**config.mk**
```make
export PLATFORM = sky130hd
export DESIGN_NAME = usb_rx_depacketizer_flat
export DESIGN_NICKNAME = d
export VERILOG_FILES = /design/src/rtl/usb_rx_depacketizer_pkg.sv /design/src/rtl/usb_rx_depacketizer_if.sv /design/src/rtl/usb_rx_depacketizer_nrzi_unstuff.sv /design/src/rtl/usb_rx_depacketizer.sv /design/src/flat_wrapper.sv
export SDC_FILE = /design/constraint.sdc
export NUM_CORES = 1
export LEC_CHECK = 0
export CORE_MARGIN = 3
export CORE_UTILIZATION = 35
export DETAILED_ROUTE_END_ITERATION = 16
export GPL_TIMING_DRIVEN = 0
export HOLD_SLACK_MARGIN = 0.1
export PLACE_DENSITY = 0.66
export SETUP_SLACK_MARGIN = 0.3
export SYNTH_ARGS = -nofsm -noshare
export SYNTH_HDL_FRONTEND = slang
export SYNTH_SLANG_ARGS = --single-unit
```
**constraint.sdc**
```tcl
create_clock -name clk -period 5.1 [get_ports clk]
set_clock_uncertainty 0.1 [all_clocks]
set_input_delay 1.02 -clock clk [delete_from_list [all_inputs] [get_ports clk]]
set_output_delay 1.02 -clock clk [all_outputs]
set_load 0.01 [all_outputs]
```
**src/rtl/usb_rx_depacketizer_pkg.sv**
```systemverilog
// Shared types and constants for the USB receive depacketizer.
//   rx_state_e : receive FSM states
//   SYNC_PAT   : decoded SYNC byte (seven 0s then a 1, LSB first)
//   ERR_*      : err_code values, first error of a packet wins
//   PID_*      : PID[3:0] values of the common token/data/handshake packets
//   pid_ok()   : PID check, upper nibble must be the complement of the lower
package usb_rx_depacketizer_pkg;

  typedef enum logic [2:0] {
    ST_IDLE,
    ST_SYNC,
    ST_PID,
    ST_DATA,
    ST_ERR,
    ST_EOPW
  } rx_state_e;

  localparam logic [7:0] SYNC_PAT  = 8'h80;

  // After this many consecutive decoded 1s the transmitter inserts a 0
  localparam int         STUFF_RUN = 6;

  localparam logic [2:0] ERR_NONE  = 3'd0;
  localparam logic [2:0] ERR_SYNC  = 3'd1;
  localparam logic [2:0] ERR_PID   = 3'd2;
  localparam logic [2:0] ERR_STUFF = 3'd3;
  localparam logic [2:0] ERR_ALIGN = 3'd4;
  localparam logic [2:0] ERR_OVF   = 3'd5;

  localparam logic [3:0] PID_OUT   = 4'h1;
  localparam logic [3:0] PID_IN    = 4'h9;
  localparam logic [3:0] PID_SETUP = 4'hD;
  localparam logic [3:0] PID_DATA0 = 4'h3;
  localparam logic [3:0] PID_DATA1 = 4'hB;
  localparam logic [3:0] PID_ACK   = 4'h2;
  localparam logic [3:0] PID_NAK   = 4'hA;
  localparam logic [3:0] PID_STALL = 4'hE;

  function automatic logic pid_ok(input logic [7:0] b);
    return b[7:4] == ~b[3:0];
  endfunction

endpackage

```
**src/rtl/usb_rx_depacketizer_if.sv**
```systemverilog
// Line-side inputs and host-side outputs of the receive depacketizer.
//   slave  : the depacketizer (consumes line_*, drives decoded results)
//   master : the line decoder / host side (drives line_*, observes results)
// CNT_W must equal $clog2(MAX_BYTES+2) of the attached depacketizer.
interface usb_rx_depacketizer_if #(
  parameter int CNT_W = 7
);
  logic             line_bit;
  logic             line_valid;
  logic             line_eop;
  logic [7:0]       byte_out;
  logic             byte_valid;
  logic [3:0]       pid;
  logic             pid_valid;
  logic             pkt_end;
  logic             pkt_err;
  logic [2:0]       err_code;
  logic [CNT_W-1:0] byte_cnt;
  logic             busy;

  modport slave (
    input  line_bit, line_valid, line_eop,
    output byte_out, byte_valid, pid, pid_valid, pkt_end, pkt_err,
           err_code, byte_cnt, busy
  );

  modport master (
    output line_bit, line_valid, line_eop,
    input  byte_out, byte_valid, pid, pid_valid, pkt_end, pkt_err,
           err_code, byte_cnt, busy
  );
endinterface

```
**src/rtl/usb_rx_depacketizer_nrzi_unstuff.sv**
```systemverilog
// NRZI decoder and bit unstuffer.
//   clk, rst_L   : clock, async active-low reset
//   line_bit_i   : raw line level (1=J)
//   bit_en_i     : line bit is consumed this cycle (valid and not EOP)
//   flush_i      : return to idle line state (J, no run of 1s)
//   dbit_o       : decoded bit (no transition = 1)
//   dvalid_o     : dbit_o is a real data bit (not a stuff bit)
//   stuff_err_o  : a 1 arrived where a stuff 0 was required
// Outputs are combinational from the current line bit.
module usb_nrzi_unstuff
  import usb_rx_depacketizer_pkg::*;
(
  input  logic clk,
  input  logic rst_L,
  input  logic line_bit_i,
  input  logic bit_en_i,
  input  logic flush_i,
  output logic dbit_o,
  output logic dvalid_o,
  output logic stuff_err_o
);

  logic       prev_q, prev_d;
  logic [2:0] ones_q, ones_d;
  logic       stuff_slot;

  always_comb begin
    dbit_o      = (line_bit_i == prev_q);
    stuff_slot  = (ones_q == 3'(STUFF_RUN));
    dvalid_o    = bit_en_i && !stuff_slot;
    stuff_err_o = bit_en_i && stuff_slot && dbit_o;

    prev_d = prev_q;
    ones_d = ones_q;
    if (flush_i) begin
      prev_d = 1'b1;
      ones_d = '0;
    end else if (bit_en_i) begin
      // Level tracking includes stuff bits; the run restarts after a stuff slot
      prev_d = line_bit_i;
      if (stuff_slot || !dbit_o) ones_d = '0;
      else                       ones_d = ones_q + 3'd1;
    end
  end

  always_ff @(posedge clk or negedge rst_L) begin
    if (!rst_L) begin
      prev_q <= 1'b1;
      ones_q <= '0;
    end else begin
      prev_q <= prev_d;
      ones_q <= ones_d;
    end
  end

endmodule

```
**src/rtl/usb_rx_depacketizer.sv**
```systemverilog
// USB receive depacketizer: NRZI decode, unstuff, SYNC/PID check, byte output.
//   clk, rst_L : clock, async active-low reset
//   rx (slave) : line_bit/line_valid/line_eop in;
//                byte_out/byte_valid, pid/pid_valid, pkt_end/pkt_err,
//                err_code, byte_cnt, busy out (all registered)
// MAX_BYTES bounds data bytes after the PID; one more is an overflow.
module usb_rx_depacketizer
  import usb_rx_depacketizer_pkg::*;
#(
  parameter int MAX_BYTES = 66
) (
  input  logic                  clk,
  input  logic                  rst_L,
  usb_rx_depacketizer_if.slave  rx
);

  localparam int CNT_W = $clog2(MAX_BYTES + 2);

  rx_state_e        state_q, state_d;
  logic [7:0]       sr_q, sr_d;
  logic [2:0]       bit_idx_q, bit_idx_d;
  logic [CNT_W-1:0] byte_cnt_q, byte_cnt_d;
  logic [7:0]       byte_out_q, byte_out_d;
  logic             byte_valid_q, byte_valid_d;
  logic [3:0]       pid_q, pid_d;
  logic             pid_valid_q, pid_valid_d;
  logic             pkt_end_q, pkt_end_d;
  logic             pkt_err_q, pkt_err_d;
  logic [2:0]       err_code_q, err_code_d;
  logic             busy_q, busy_d;
  logic             rpt_q, rpt_d;   // pkt_end already issued (overflow)

  logic       bit_en, flush;
  logic       dbit, dvalid, stuff_err;
  logic [7:0] sr_next;

  // EOP outranks a coincident line bit
  assign bit_en = rx.line_valid && !rx.line_eop;
  assign flush  = (state_q == ST_EOPW) && !rx.line_eop;

  usb_nrzi_unstuff u_nrzi (
    .clk         (clk),
    .rst_L       (rst_L),
    .line_bit_i  (rx.line_bit),
    .bit_en_i    (bit_en),
    .flush_i     (flush),
    .dbit_o      (dbit),
    .dvalid_o    (dvalid),
    .stuff_err_o (stuff_err)
  );

  assign sr_next = {dbit, sr_q[7:1]};

  always_comb begin
    state_d      = state_q;
    sr_d         = sr_q;
    bit_idx_d    = bit_idx_q;
    byte_cnt_d   = byte_cnt_q;
    byte_out_d   = byte_out_q;
    pid_d        = pid_q;
    err_code_d   = err_code_q;
    busy_d       = busy_q;
    rpt_d        = rpt_q;
    byte_valid_d = 1'b0;
    pid_valid_d  = 1'b0;
    pkt_end_d    = 1'b0;
    pkt_err_d    = 1'b0;

    unique case (state_q)
      ST_IDLE: begin
        // The first bit seen is SYNC bit 0
        if (dvalid) begin
          state_d    = ST_SYNC;
          sr_d       = sr_next;
          bit_idx_d  = 3'd1;
          busy_d     = 1'b1;
          err_code_d = ERR_NONE;
          byte_cnt_d = '0;
          pid_d      = '0;
          rpt_d      = 1'b0;
        end
      end

      ST_SYNC, ST_PID, ST_DATA: begin
        if (rx.line_eop) begin
          state_d   = ST_EOPW;
          pkt_end_d = 1'b1;
          if (state_q == ST_SYNC) begin
            pkt_err_d  = 1'b1;
            err_code_d = ERR_SYNC;
          end else if (state_q == ST_PID) begin
            pkt_err_d  = 1'b1;
            err_code_d = ERR_PID;
          end else if (bit_idx_q != 3'd0) begin
            // Partial byte is dropped
            pkt_err_d  = 1'b1;
            err_code_d = ERR_ALIGN;
          end
        end else if (stuff_err) begin
          state_d    = ST_ERR;
          err_code_d = ERR_STUFF;
        end else if (dvalid) begin
          sr_d      = sr_next;
          bit_idx_d = bit_idx_q + 3'd1;
          if (bit_idx_q == 3'd7) begin
            if (state_q == ST_SYNC) begin
              if (sr_next == SYNC_PAT) begin
                state_d = ST_PID;
              end else begin
                state_d    = ST_ERR;
                err_code_d = ERR_SYNC;
              end
            end else if (state_q == ST_PID) begin
              if (pid_ok(sr_next)) begin
                state_d     = ST_DATA;
                pid_d       = sr_next[3:0];
                pid_valid_d = 1'b1;
              end else begin
                state_d    = ST_ERR;
                err_code_d = ERR_PID;
              end
            end else if (byte_cnt_q == CNT_W'(MAX_BYTES)) begin
              // Overflow is reported immediately, not at EOP
              state_d    = ST_ERR;
              pkt_end_d  = 1'b1;
              pkt_err_d  = 1'b1;
              err_code_d = ERR_OVF;
              rpt_d      = 1'b1;
            end else begin
              byte_out_d   = sr_next;
              byte_valid_d = 1'b1;
              byte_cnt_d   = byte_cnt_q + CNT_W'(1);
            end
          end
        end
      end

      ST_ERR: begin
        if (rx.line_eop) begin
          state_d = ST_EOPW;
          if (!rpt_q) begin
            pkt_end_d = 1'b1;
            pkt_err_d = 1'b1;
          end
        end
      end

      ST_EOPW: begin
        if (!rx.line_eop) begin
          state_d   = ST_IDLE;
          bit_idx_d = '0;
          busy_d    = 1'b0;
        end
      end

      default: state_d = ST_IDLE;
    endcase
  end

  always_ff @(posedge clk or negedge rst_L) begin
    if (!rst_L) begin
      state_q      <= ST_IDLE;
      sr_q         <= '0;
      bit_idx_q    <= '0;
      byte_cnt_q   <= '0;
      byte_out_q   <= '0;
      byte_valid_q <= 1'b0;
      pid_q        <= '0;
      pid_valid_q  <= 1'b0;
      pkt_end_q    <= 1'b0;
      pkt_err_q    <= 1'b0;
      err_code_q   <= ERR_NONE;
      busy_q       <= 1'b0;
      rpt_q        <= 1'b0;
    end else begin
      state_q      <= state_d;
      sr_q         <= sr_d;
      bit_idx_q    <= bit_idx_d;
      byte_cnt_q   <= byte_cnt_d;
      byte_out_q   <= byte_out_d;
      byte_valid_q <= byte_valid_d;
      pid_q        <= pid_d;
      pid_valid_q  <= pid_valid_d;
      pkt_end_q    <= pkt_end_d;
      pkt_err_q    <= pkt_err_d;
      err_code_q   <= err_code_d;
      busy_q       <= busy_d;
      rpt_q        <= rpt_d;
    end
  end

  assign rx.byte_out   = byte_out_q;
  assign rx.byte_valid = byte_valid_q;
  assign rx.pid        = pid_q;
  assign rx.pid_valid  = pid_valid_q;
  assign rx.pkt_end    = pkt_end_q;
  assign rx.pkt_err    = pkt_err_q;
  assign rx.err_code   = err_code_q;
  assign rx.byte_cnt   = byte_cnt_q;
  assign rx.busy       = busy_q;

endmodule
```
**src/flat_wrapper.sv**
```systemverilog
// flat-port wrapper written by rule: the top's interface ports become plain ports
module usb_rx_depacketizer_flat import usb_rx_depacketizer_pkg::*;
#(
  parameter int MAX_BYTES = 66
)
  (clk, rst_L, rx_line_bit, rx_line_valid, rx_line_eop, rx_byte_out, rx_byte_valid, rx_pid, rx_pid_valid, rx_pkt_end, rx_pkt_err, rx_err_code, rx_byte_cnt, rx_busy);
  usb_rx_depacketizer_if rx_i ();
  input  logic clk;
  input  logic rst_L;
  input wire logic [$bits(rx_i.line_bit)-1:0] rx_line_bit;
  input wire logic [$bits(rx_i.line_valid)-1:0] rx_line_valid;
  input wire logic [$bits(rx_i.line_eop)-1:0] rx_line_eop;
  output wire logic [$bits(rx_i.byte_out)-1:0] rx_byte_out;
  output wire logic [$bits(rx_i.byte_valid)-1:0] rx_byte_valid;
  output wire logic [$bits(rx_i.pid)-1:0] rx_pid;
  output wire logic [$bits(rx_i.pid_valid)-1:0] rx_pid_valid;
  output wire logic [$bits(rx_i.pkt_end)-1:0] rx_pkt_end;
  output wire logic [$bits(rx_i.pkt_err)-1:0] rx_pkt_err;
  output wire logic [$bits(rx_i.err_code)-1:0] rx_err_code;
  output wire logic [$bits(rx_i.byte_cnt)-1:0] rx_byte_cnt;
  output wire logic [$bits(rx_i.busy)-1:0] rx_busy;
  assign rx_i.line_bit = rx_line_bit;
  assign rx_i.line_valid = rx_line_valid;
  assign rx_i.line_eop = rx_line_eop;
  assign rx_byte_out = rx_i.byte_out;
  assign rx_byte_valid = rx_i.byte_valid;
  assign rx_pid = rx_i.pid;
  assign rx_pid_valid = rx_i.pid_valid;
  assign rx_pkt_end = rx_i.pkt_end;
  assign rx_pkt_err = rx_i.pkt_err;
  assign rx_err_code = rx_i.err_code;
  assign rx_byte_cnt = rx_i.byte_cnt;
  assign rx_busy = rx_i.busy;
  usb_rx_depacketizer #(.MAX_BYTES(MAX_BYTES)) u_core (.clk(clk), .rst_L(rst_L), .rx(rx_i));
endmodule
```
==> results by stage, run 1 <==
Synthesis:
- Of the post-synthesis cell area, the dominant cell type holds 0.463.
- The number of nets in the synthesized netlist is 250.
- The synthesized design contains 45 register bits.
- For this run, the register share of the synthesized area comes to 0.474.
- The mean cell area of the mapped netlist is roughly 10 um^2.
- Ranked by total cell area, the synthesized netlist is headed by dfrtp_1 46%, nand2_1 5.5%, mux2_4 3.8%, ha_1 3.7%, xor2_1 3.7%.
- In the synthesized netlist the async set-or-reset flop fraction comes to 1.00.
- The main flop type after synthesis is dfrtp_1.
- The post-synthesis instance total is 238.
- Summed over all instances, the cell type with the most area after synthesis is dfrtp_1.
- The Yosys step of the flow raised 0 warnings.
- The post-synthesis cell type count is between 50 and 60.
- The netlist area before placement is 0.00238 mm^2.
- The number of flops mapped to enable cells by yosys is 0.

STA:
- In the finished design, the share of the clock period the worst path needs comes to 0.568.
- The number of setup violations in the final report is 0.
- The worst pin sits at a relative slew slack of 0.596.
- The post-route minimum period is between 2 and 3 ns.
- The tightest hold path in the finished design has a slack of 0.399 ns.
- Setup repair after global routing left no endpoint under its margin.
- The number of hold violations in the final report came to 0.
- Once routing completed, OpenROAD measured the worst setup slack at 2.20 ns.
- The final sum of negative setup slack is 0 ns.
- The maximum achievable frequency is 0.345 GHz.
- The worst-margin pin slew is about 0.60 ns.
- The total count of max-transition violations in the final report is 0.

Worst setup path:
- Data arrives at the worst endpoint at 2.98 ns.
- The setup path with the least slack is of type in2reg.
- The worst register-to-register path begins at u_core.rx.byte_cnt[0]$_DFFE_PN0P_.
- The sort of element at the end of the critical path is a flop.
- The required time of the critical path is between 5 and 6 ns.
- The category of the worst setup path launch point is a primary input.
- The critical path launch point is rx_line_eop.
- Of all nets on the critical path, the largest fanout is 10.

Place:
- The placed wire-length estimate after detailed placement is ~4000 um.
- The cell count after placement is about 350.
- Port buffering added 31 buffers.
- The congestion estimate from routability-driven global placement came to 0.897.
- Prior to clock tree synthesis, the placed netlist has a worst setup slack of 1.90 ns.

Die:
- The number of primary I/O pins is 32.
- The initial core utilization is 0.368.
- The die is 88.5 um wide.
- The area of the die is 0.00783 mm^2.
- The placement row count is 29.
- The die outline height is 88.5 um.
- The placeable core region is between 0.006 and 0.007 mm^2.

Layout:
- The repair_antennas step left the layout with diodes totalling 0.
- Once layout is complete, the cells apart from fillers number between 300 and 400.
- The fraction of layout cells with a size suffix above 1 is 0.144.
- From synthesis to final layout, the design area changed by 22.1%.
- The net count of the finished layout is 289.
- The layout has 644 filler cells.

Drt:
- The detail route stage leaves a number of antenna-violating nets equal to 0.
- The amount of wire on met2 after detailed routing is about 2400 um.
- Summed over all layers, the routed wires come to 5330 um.
- The via total after detailed routing is 1,903.
- In the final routing, the length of wire on met1 measures 2620 um.
- In the routed design, unresolved DRC markers number 0.
- In the routed layout, each cell is associated on average with a via count of roughly 5.4.
- The DRC marker count from the first detailed-route iteration is 110.
- The count of TritonRoute iterations in the first routing pass is 4.
- The routed wire length per instance is 15.1 um.
- The uppermost layer routed is met4.
- The routed design uses 207 um of met3 wire.

Global routing:
- In the global route stage, overall resource usage came out at 0.150.
- Entering global routing, the biggest net connects 26 pins.
- The initial antenna violation count is 0.
- The number of global-route vias before repair is 1,874.
- The total overflow left after global routing is 0.
- The first-pass GRT wire length is 9160 um.

Status:
- The run finished with clean final reports.

Pwr:
- Power spread over the standard cell area amounts to approximately 480 mW/mm^2.
- IR analysis of the VDD net gives a maximum drop of 0.207 mV.
- The leakage power is 0.00133 uW.

Clock network:
- The number of setup buffers added after CTS is 0.
- The tree built by TritonCTS fans out to 45 sinks.
- Clock-pin slew was measured on the worst setup and hold paths at around 0.080 ns.
- The hold-fix buffer count after cts is 0.
- The post-CTS resize count is 0.
- The H-tree was split into 2 levels.
- The clock latency reported for the late side of the worst-skew pair is about 0.3 ns.
- The clock passes through at most 2 buffers.
- The TritonCTS clock tree is done.
- The clock tree root buffer cell is clkbuf_8.
- The total CTS buffers is 5.

Hold path:
- The worst min-delay path class is reg2reg.
- The startpoint identified for the worst hold timing path is u_core.rx.err_code[1]$_DFFE_PN0P_.

Run:
- The total of max-cap violations is 0.
==> stage by stage <==
stage	total power (uW)	utilization	instance area, um^2
after global placement	1110	0.431	2790
after global routing	1490	0.450	2910
final	1380	0.450	2910
after floorplan	928	-	2380
after detailed placement	1130	0.434	2800
after CTS	1390	0.450	2910
==> where the power goes <==
part | total (uW) | switching (uW) | internal [uW]
Combinational | 587 | 325 | 262
Clock | 261 | 119 | 142
Sequential | 534 | 82.5 | 452
Total | 1380 | 526 | 857
==> final cells by class <==
type                       count  area, um^2  area share
sequential                    45        1130       0.388
clock buffer                   5        68.8      0.0237
buffer                        11        87.6      0.0301
clock inverter                 2        35.0      0.0121
multi-input combinational    173        1130       0.389
timing repair buffer          32         325       0.112
inverter                       9        33.8      0.0116
tap                           77        96.3      0.0332
==> state kept, by name, indices dropped and copies added, names as in the netlist, 3 cells and up <==
name,flops
u_core.state_q,3
u_core.rx.err_code,3
u_core.bit_idx_q,3
u_core.rx.byte_cnt,7
u_core.rx.byte_out,8
u_core.rx.pid,4
u_core.u_nrzi.ones_q,3
u_core.sr_q,7
==> path summary, 6_finish.rpt <==
check | depth (start not counted) | end | slack, ns
setup / recovery | 6 | u_core.rx.byte_out[0]$_DFFE_PN0P_ | 2.20
hold / removal | 1 | u_core.rx.err_code[1]$_DFFE_PN0P_ | 0.40
setup reg to reg | 7 | u_core.rx.byte_out[0]$_DFFE_PN0P_ | 2.88
hold reg to reg | 1 | u_core.rx.err_code[1]$_DFFE_PN0P_ | 0.40
max in group asynchronous | 2 | u_core.u_nrzi.prev_q$_DFFE_PN1P_ | 3.75
min in group asynchronous | 1 | u_core.rx.byte_valid$_DFF_PN0_ | 0.58
==> cells in the mapped netlist, types with 2 or more instances <==
library cell	count
or4_4	2
nor3b_1	4
inv_1	8
xor2_1	10
clkbuf_8	2
o31ai_1	4
nor2_1	21
buf_6	3
o2bb2ai_1	2
a31oi_1	2
ha_1	7
mux2_4	6
nor3_1	6
nand3_1	6
a21oi_1	12
clkbuf_1	4
nand2_1	35
nand2b_1	2
nand4_1	6
dfrtp_1	44
mux2_2	2
o21ai_0	15
nand3b_1	2
and3_2	3
==> per-layer routing <==
metal / up-vias / GRT usage
li1: 912 / -
met1: 943 / 0.213
met2: 42 / 0.222
met3: 6 / 0.0354
met4: 0 / 0.0563
met5: - / 0
==> cells by family after synthesis <==
kind of cell    after synthesis  share of synthesized area
buf+inv                      20                     0.0510
mux                           9                     0.0515
compound gates               48                      0.130
flops                        45                      0.474
simple gates                 98                      0.217
fa+ha+maj                     7                     0.0368
xor+xnor                     11                     0.0405
==> critical path, cell delays in order <==
cell             delay, ns
clkdlybuf4s50_1       0.55
nor2b_2               0.32
nand3_1               0.16
or4_4                 0.47
buf_6                 0.18
mux2_4                0.29
==> layout by cell type (no fill, tap or decap), drive strengths merged, types with 2 or more instances in the layout <==
master          n
o31ai           4
nor3b           4
buf             7
nor2           22
a31oi           2
nand4           6
o21ai          17
nand4b          2
nor3            7
o2bb2ai         2
clkdlybuf4s50  30
nand2b          2
or4             2
nand2          35
a21oi          12
clkbuf         11
nand3b          2
xor2           10
and3            3
dfrtp          44
inv             9
nand3           6
ha              7
mux2            8
Power figures use the tool's default switching activity.
==> inputs of run 2 (changes only) <==
Clock period 5.1 ns to 2.9 ns, I/O delays scaled along.
==> results of run 2 <==
Same layout as run 1 (identical final DEF). Status: finished, final reports clean.
Main changes from that run: setup slack after placement 1.90 ns -> 0.136 ns; setup slack after layout 2.20 ns -> 0.444 ns; hold slack 0.399 ns -> 0.135 ns; register-to-register setup slack 2.88 ns -> 0.68 ns; total power 1380 uW -> 2430 uW; worst IR drop on VDD 0.207 mV -> 0.365 mV
==> inputs of run 3 (changes only) <==
Clock period 2.9 ns to 2.5 ns, I/O delays scaled along.
==> run 3 against run 2 <==
  * Critical endpoint unchanged
  * Non-clock buffer count increased by 9
  * Die area unchanged
  * Wire length increased by 1.9%
  * Critical path type is now reg2reg
  * Utilization increased by 1.8 points
  * Worst setup slack got worse by 0.077 ns
  * Register-to-register slack got worse by 0.31 ns
  * Highest routed layer unchanged
  * Global-route usage about the same
  * Count of clock-buffer cells in the layout unchanged
  * Worst hold slack improved by 0.26 ns
  * Largest power group unchanged
==> results by stage, run 3 (same netlist as run 1, synthesis figures left out) <==
Clock network:
- The number of levels in the clock H-tree is 2 (unchanged).
- The total CTS buffers was 5 (unchanged).
- The clock tree root buffer cell is clkbuf_8.
- The clock latency reported for the late side of the worst-skew pair is 0.30 ns (about the same).
- TritonCTS built the clock tree.
- The number of clock sinks was 45 (unchanged).
- The buffer levels on the longest clock path is 2 (unchanged).
- The clock transition at the registers of the reported paths was 0.08 ns (about the same).

STA:
- The maximum achievable frequency is around 0.47 GHz.
- The post-layout worst setup margin is 0.368 ns.
- The number of setup violations in the final report came to 0 (unchanged).
- The max-slew headroom at the worst pin was 0.633 (+0.0371).
- The post-route minimum period is approximately 2.1 ns.
- The number of hold violations in the final report was 0 (unchanged).
- The fraction of the cycle the final worst path needs is 0.853.
- Setup repair after global routing could not meet its margin everywhere.
- The total count of max-transition violations in the final report is 0 (unchanged).
- The worst-margin pin slew came to 0.543 ns (-0.0610 ns).

Worst setup path:
- The largest driver fanout on the critical path was 10 (unchanged).
- The critical path goes through ha_1 -> nand2_1 -> nor2_2 -> or4_4 -> buf_8 -> mux2_4.
- At the worst endpoint, the required time is around 2.6 ns.
- STA puts the critical path data arrival time at around 2.2 ns.
- The standard cell with the maximum stage delay on the critical path is or4_4.
- The critical path is of the reg2reg type.
- STA classifies the critical path endpoint as a flop.
- The longest individual stage delay on the worst path is 0.54 ns (about the same).
- Setup slack on the worst reg-to-reg path comes out at 0.37 ns.
- STA classifies the critical path startpoint as a flop.

Layout:
- The cell area after layout is 0.00302 mm^2 (+4.0%).
- The post-layout utilization of the core is 0.468 (+0.0182).
- The filler cell count in the final layout came to 633 (-1.7%).
- The flip-flop count of the largest register after layout is 8 (unchanged).
- Leaving out fill and tap cells, the most frequent cells in the layout are 43 x dfrtp_1, 34 x nand2_1, 27 x clkdlybuf4s50_1.
- The number of diodes came to 0 (unchanged).
- The library cell used most frequently in the layout, excluding fill and tap cells, is dfrtp_1.
- The fraction of layout cells with a size suffix above 1 is 0.199 (+0.0549).
- The number of nets in the finished design is 298 (+3.1%).
- Compared with the post-synthesis result, the final layout area differs by 27.0%.

Hold path:
- The worst min-delay path class is reg2reg.

Die:
- The horizontal die dimension is 88.5 um (unchanged).
- The die outline height came to 88.5 um (unchanged).
- The initial core utilization is 0.368 (unchanged).
- The placement row count is 29 (unchanged).
- The placeable core region was 0.00646 mm^2 (unchanged).
- The area of the die is 0.00783 mm^2 (unchanged).
- The number of primary I/O pins is 32 (unchanged).

Global routing:
- The met1 track demand over resource is 0.210 (-0.00292).
- The initial antenna violation count is 0 (unchanged).
- The overall overflow remaining after global route is 0 (unchanged).
- The overall track demand over capacity in global routing is 0.150 (-0.000195).
- The most utilized layer in the global route result is met2.
- The first-pass GRT wire length is 9160 um (about the same).
- The number of global-route vias before repair is 1,881 (+0.37%).
- The largest net degree at the start of global routing is 26 (unchanged).
- The met2 usage in global routing came to 0.224 (+0.00272).
- The met3 track utilization from global routing is 0.0354 (unchanged).

Drt:
- The routed wire length per instance came to 15.0 um (-0.67%).
- The sum of routed wire length over all layers is 5430 um (+1.9%).
- The via density per instance came to 5.26 (-2.2%).
- The count of TritonRoute iterations in the first routing pass is 4 (unchanged).
- The number of remaining DRC errors is 0 (unchanged).
- The DRC marker count from the first detailed-route iteration is 79 (-28%).
- The number of nets with antenna violations after routing is 0 (unchanged).
- The via total after detailed routing is 1,908 (+0.26%).

Pwr:
- Power spread over the standard cell area amounts to 963 mW/mm^2.
- The maximum vdd ir drop is 0.452 mV.
- The leakage power is 0.00139 uW (+4.9%).

Place:
- The count of buffers from port buffering is 31 (unchanged).
- The total placed instance area is 0.00280 mm^2 (unchanged).
- The placer congestion estimate is 0.897 (unchanged).
- Before CTS, the worst setup slack after placement is -0.184 ns.
- The placed wire-length estimate after detailed placement is 3960 um (unchanged).

Status:
- The flow ran to the end, and the final reports show no timing, DRC or antenna violations.

Run:
- The total of max-cap violations came to 0 (unchanged).
-- run 3: changes by cell type in the layout (fill, tap and decap cells not counted), sizes merged --
cell,before,now
clkdlybuf4s50,30,27
dlygate4sd2,0,2
buf,7,15
dlymetal6s2s,0,1
dlygate4sd3,0,1
-- run 3: worst paths after layout --
path                       cells after the start                               from                                end
max                                            6  u_core.rx.byte_cnt[1]$_DFFE_PN0P_  u_core.rx.byte_out[0]$_DFFE_PN0P_
min                                            1  u_core.rx.err_code[1]$_DFFE_PN0P_  u_core.rx.err_code[1]$_DFFE_PN0P_
max reg2reg                                    6  u_core.rx.byte_cnt[1]$_DFFE_PN0P_  u_core.rx.byte_out[0]$_DFFE_PN0P_
min reg2reg                                    1  u_core.rx.err_code[1]$_DFFE_PN0P_  u_core.rx.err_code[1]$_DFFE_PN0P_
max in group asynchronous                      3                              rst_L   u_core.u_nrzi.prev_q$_DFFE_PN1P_
min in group asynchronous                      2                              rst_L     u_core.rx.byte_valid$_DFF_PN0_
-- run 3: critical path, delay by kind of cell, from the launching register on --
kind                       cells  cell delay (ns)
muxes                          1             0.29
DFF                            1             0.45
buffers and inverters          1             0.17
and+or+nand+nor                3             0.78
adders and majority gates      1             0.23
-- run 3: power breakdown --
group / switching (uW) / internal, uW / leakage [uW] / total, uW
Combinational: 689 / 595 / 0.000737 / 1280
Clock: 245 / 291 / 0.0000540 / 535
Sequential: 168 / 922 / 0.000601 / 1090
-- run 3: repair_timing --
action                                  CTS  global route
buffers inserted                          4             4
endpoints found under the setup margin   12            16
endpoints found under the hold margin    20             0
pin swaps                                 2             2
hold buffers                              1             0
gates resized for setup                   8             8
cloned                                    0             0
-- run 3: layout make-up --
| cell class | count | area (um^2) | area share |
|---|---|---|---|
| plain buffers | 11 | 92.6 | 0.0306 |
| clock buffers | 5 | 68.8 | 0.0228 |
| clock inverters | 2 | 35.0 | 0.0116 |
| inverters | 9 | 33.8 | 0.0112 |
| multi-input cells | 173 | 1170 | 0.388 |
| flip-flops and latches | 45 | 1130 | 0.373 |
| well taps | 77 | 96.3 | 0.0319 |
| repair buffers | 41 | 395 | 0.131 |
-- run 3: per-layer routing --
layer,part of all wire,up-vias
met5,0,-
met4,0.019,0
met3,0.037,11
met2,0.45,36
met1,0.49,930
li1,-,931
-- run 3: metrics by stage --
step	power, uW	std cells	setup TNS [ns]	hold WS, ns
6_report	2910	363	0	0.400
4_1_cts	2890	359	0	0.405
5_1_grt	3130	363	0	0.428
3_3_place_gp	2260	346	-20.81	0.375
2_1_floorplan	1890	238	0	0.104
3_5_place_dp	2300	347	-1.51	0.386
==> edit 1: new RTL, flow settings as in run 3 <==
Encoding of `rx_state_e`: now one-hot (6 bits for 6 states).
--- a/src/rtl/usb_rx_depacketizer_pkg.sv
+++ b/src/rtl/usb_rx_depacketizer_pkg.sv
@@ -7,11 +7,11 @@
 package usb_rx_depacketizer_pkg;
 
-  typedef enum logic [2:0] {
-    ST_IDLE,
-    ST_SYNC,
-    ST_PID,
-    ST_DATA,
-    ST_ERR,
-    ST_EOPW
+  typedef enum logic [5:0] {
+    ST_IDLE = 6'b000001,
+    ST_SYNC = 6'b000010,
+    ST_PID  = 6'b000100,
+    ST_DATA = 6'b001000,
+    ST_ERR  = 6'b010000,
+    ST_EOPW = 6'b100000
   } rx_state_e;
 
Formal check against the unedited RTL: no difference found for any inputs over 4 cycles, from zero or initial values and one cycle with rst_L low; so few cycles prove little.
==> edit 1 against run 3 <==
Count of clock-buffer cells in the layout rose by 2. Area after synthesis rose by 8.6%. Worst setup slack got worse by 0.14 ns. Largest cell class unchanged. Final area rose by 17%. Power rose by 0.31%. Routed wire length rose by 17%. First-iteration DRC count rose by 110%. Sequential cell count rose by 3.
==> edit 1: results <==
export IMPL_status="finished clean"
export IMPL_post_cts_resized=17
export IMPL_slew_headroom=0.641
export IMPL_fill_cells=653
export IMPL_finalWirelength_um=6350
export IMPL_ys_top_cells_by_area="dfrtp_1 45%, nand2_1 6.4%, ha_1 3.4%, mux2_2 3.0%, nor2_1 2.9%"
export IMPL_worstPathMaxFanout=5
export IMPL_dpl_hpwl_um=4100
export IMPL_synthMuxAreaShare=0.0547
export IMPL_buffers=69
export IMPL_slowest_stage="a32oi_4"
export IMPL_cts_setup_buffers=8
export IMPL_layout_drive_gt1_share=0.284
export IMPL_seq_area_frac_synth=0.466
export IMPL_inverters=12
export IMPL_worstSetupStartpoint="rx_line_valid"
export IMPL_synth_fa_ha_area_frac=0.0339
export IMPL_rrSetupSlack_ns=0.25
export IMPL_avgViaCountPerCell=5.09
export IMPL_setup_slack_ns=0.230
export IMPL_p_leak_nw=1.62
export IMPL_area_growth_pct=37.4
export IMPL_r2r_start="u_core.u_nrzi.prev_q$_DFFE_PN1P_"
export IMPL_first_global_vias=2110
export IMPL_final_cells=420
export IMPL_synth_area_um2=2580
export IMPL_place_area_um2=3030
export IMPL_grt_pass1_wl_um=10200
edit 1: worst reg2reg max path: cells and delay by family (launching register included):
kind,cells,cell delay (ns)
AND/OR/NAND/NOR,3,0.67
multiplexers,1,0.30
flip-flops,1,0.63
XOR/XNOR,1,0.11
AO/OA/AOI/OAI,1,0.33
edit 1: per-layer routing:
layer  track usage  part of all wire  vias to the layer above
met4        0.0520             0.013                        0
met1         0.202              0.44                     1038
met5             0                 0                        -
met2         0.234              0.49                       71
met3        0.0336             0.049                        7
li1              -                 -                     1023
edit 1: kinds of logic (layout without fill, tap and decap cells):
family                   count (synthesis)  after routing
multiplexers                            13             13
AO/OA/AOI/OAI                           40             40
AND/OR/NAND/NOR                        114            114
flip-flops                              48             48
adder cells (fa/ha/maj)                  7              7
buffers and inverters                   21             89
XOR/XNOR                                13             13
edit 1: power breakdown:
group	internal [mW]	switching, mW	leakage, nW
combinational	0.697	0.626	0.933
clock	0.227	0.262	0.0484
sequential	0.929	0.177	0.640
==> edit 2: new RTL, settings of run 3 <==
Without the edit above. Take the reset off `sr_q` and load it in a clocked block of its own.
--- a/src/rtl/usb_rx_depacketizer.sv
+++ b/src/rtl/usb_rx_depacketizer.sv
@@ -161,5 +161,4 @@
     if (!rst_L) begin
       state_q      <= ST_IDLE;
-      sr_q         <= '0;
       bit_idx_q    <= '0;
       byte_cnt_q   <= '0;
@@ -175,5 +174,4 @@
     end else begin
       state_q      <= state_d;
-      sr_q         <= sr_d;
       bit_idx_q    <= bit_idx_d;
       byte_cnt_q   <= byte_cnt_d;
@@ -190,4 +188,8 @@
   end
 
+  always_ff @(posedge clk) begin
+    sr_q <= sr_d;
+  end
+
   assign rx.byte_out   = byte_out_q;
   assign rx.byte_valid = byte_valid_q;
Behaviour: same outputs for any inputs over 4 cycles, from zero or initial values and one cycle with rst_L low; that may be too few to reach the edited logic, so the function may still have changed.
==> edit 2 against run 3 <==
Final area decreased by 2.5%. Sequential cell count unchanged. Cell count decreased by 7.2%. Area after synthesis decreased by 4.3%. Worst hold slack got worse by 0.23 ns. Worst setup slack got worse by 0.040 ns. Combinational power decreased by 35%. Core utilization increased by 1.6 points. Power decreased by 19%. Critical path depth decreased by 1. Routed wire length decreased by 6.5%. Sequential power decreased by 14%. Critical path type unchanged.
==> edit 2: results <==
export IMPL_antenna_found_initial=0
export IMPL_grt_max_degree=39
export IMPL_r2r_start="u_core.state_q[1]$_DFFE_PN0P_"
export IMPL_p_leak_nw=1.29
export IMPL_io_buffer_count=31
export IMPL_gp_congestion=0.921
export IMPL_r2r_cells=5
export IMPL_yosysWarningCount=0
export IMPL_yosysMostFrequentCell="dfrtp_1"
export IMPL_synth_compound_area_share=0.126
export IMPL_nets=273
export IMPL_cts_setup_buffers=6
export IMPL_crit_family="simple AND/OR/NAND/NOR gates"
export IMPL_overflow=0
export IMPL_wl_met3_um=270
export IMPL_grt_use_total=0.145
export IMPL_netlist_cell_type_count=49
export IMPL_first_global_vias=1763
export IMPL_wl_per_cell_um=15.1
export IMPL_crit_path_max_incr_delay_ns=0.55
export IMPL_post_cts_resized=12
export IMPL_critPathArrivalTime_ns=2.27
export IMPL_largest_reg_flops=8
export IMPL_use_met3=0.0342
export IMPL_setup_violations=0
export IMPL_grt_pass1_wl_um=8650
export IMPL_pre_cts_slack_ns=-0.435
export IMPL_met1_length_um=2420
export IMPL_synthArstFlopShare=0.844
export IMPL_clk_pin_slew_ns=0.09
export IMPL_ys_top_cells_by_area="dfrtp_1 41%, edfxtp_1 9.2%, mux2_1 5.4%, ha_1 3.8%, nand2_1 3.1%"
export IMPL_cts_htree_levels=2
export IMPL_synth_edff_count=7
export IMPL_hold_class="primary input to async pin"
export IMPL_top_layer_used="met4"
export IMPL_insertion_delay_ns=0.32
export IMPL_worst_pin_slew_ns=0.844
export IMPL_diodes=0
export IMPL_seq_area_frac_synth=0.510
export IMPL_synthTopCellsByCount="37 x dfrtp_1, 19 x nand2_1, 14 x nor2_1, 11 x mux2_1, 10 x a21oi_1"
export IMPL_met1_usage=0.204
export IMPL_synthXorXnorAreaFrac=0.0495
export IMPL_clockRootBuffer="clkbuf_8"
export IMPL_avgViaCountPerCell=5.38
export IMPL_wl_met2_um=2300
export IMPL_ctsLongestPathBuffers=2
export IMPL_status="finished clean"
export IMPL_dr_pass1_iters=4
export IMPL_drtIter0Drc=175
export IMPL_syn_nets=227
export IMPL_use_met2=0.218
export IMPL_worstPathMaxFanout=5
export IMPL_ir_drop_v=0.000327
export IMPL_slowest_stage="or4_4"
export IMPL_synthMuxAreaShare=0.0643
export IMPL_layout_drive_gt1_share=0.156
export IMPL_synth_fa_ha_area_frac=0.0385
export IMPL_dpl_hpwl_um=3630
export IMPL_cts_buffers=5
==> edit 2: changes by cell type after synthesis, sizes merged, moves of 4 or more <==
cell    change
and2        +4
dfrtp       -7
edfxtp      +7
mux2        +5
nand2      -16
nor2        -8
o211ai      +5
o21ai       -7
xnor2       +5
xor2        -4
==> edit 2: cell type report <==
class | instances | area (um^2)
fill | 567 | 3150
clock inverter | 3 | 48.8
tap | 75 | 93.8
sequential | 45 | 1160
timing repair buffer | 39 | 367
multi-input combinational | 154 | 1130
clock buffer | 5 | 68.8
inverter | 9 | 33.8
buffer | 7 | 38.8
==> edit 2: metrics by stage <==
step	instance area [um^2]	std cells
CTS	2880	335
floorplan	2280	215
detailed placement	2680	321
finish	2950	337
global route	2950	337
global placement	2680	321
==> edit 2: kinds of logic (layout without fill, tap and decap cells) <==
kind of cell               count (synthesis)  after routing
AOI/OAI and AO/OA                         43             43
xor gates and xnor gates                  12             12
adders and majority gates                  7              7
buffers and inverters                     16             63
DFF                                       45             45
muxes                                     13             13
and+or+nand+nor                           79             79
==> edit 2: worst paths after layout <==
kind                                                          end  slack [ns]
worst max register to register      u_core.state_q[2]$_DFFE_PN0P_        0.33
worst min register to register         u_core.rx.busy$_DFFE_PN0P_        0.38
max in group asynchronous           u_core.state_q[0]$_DFFE_PN0P_        1.53
worst max-delay path                u_core.state_q[2]$_DFFE_PN0P_        0.33
min in group clk                       u_core.rx.busy$_DFFE_PN0P_        0.38
worst min-delay path            u_core.rx.byte_out[1]$_DFFE_PN0P_        0.17
==> edit 2: report_power, final <==
| part | leakage, nW | internal [mW] | switching, mW |
|---|---|---|---|
| combinational | 0.658 | 0.365 | 0.467 |
| clock | 0.0563 | 0.305 | 0.276 |
| sequential | 0.575 | 0.863 | 0.0746 |
| total | 1.29 | 1.53 | 0.818 |
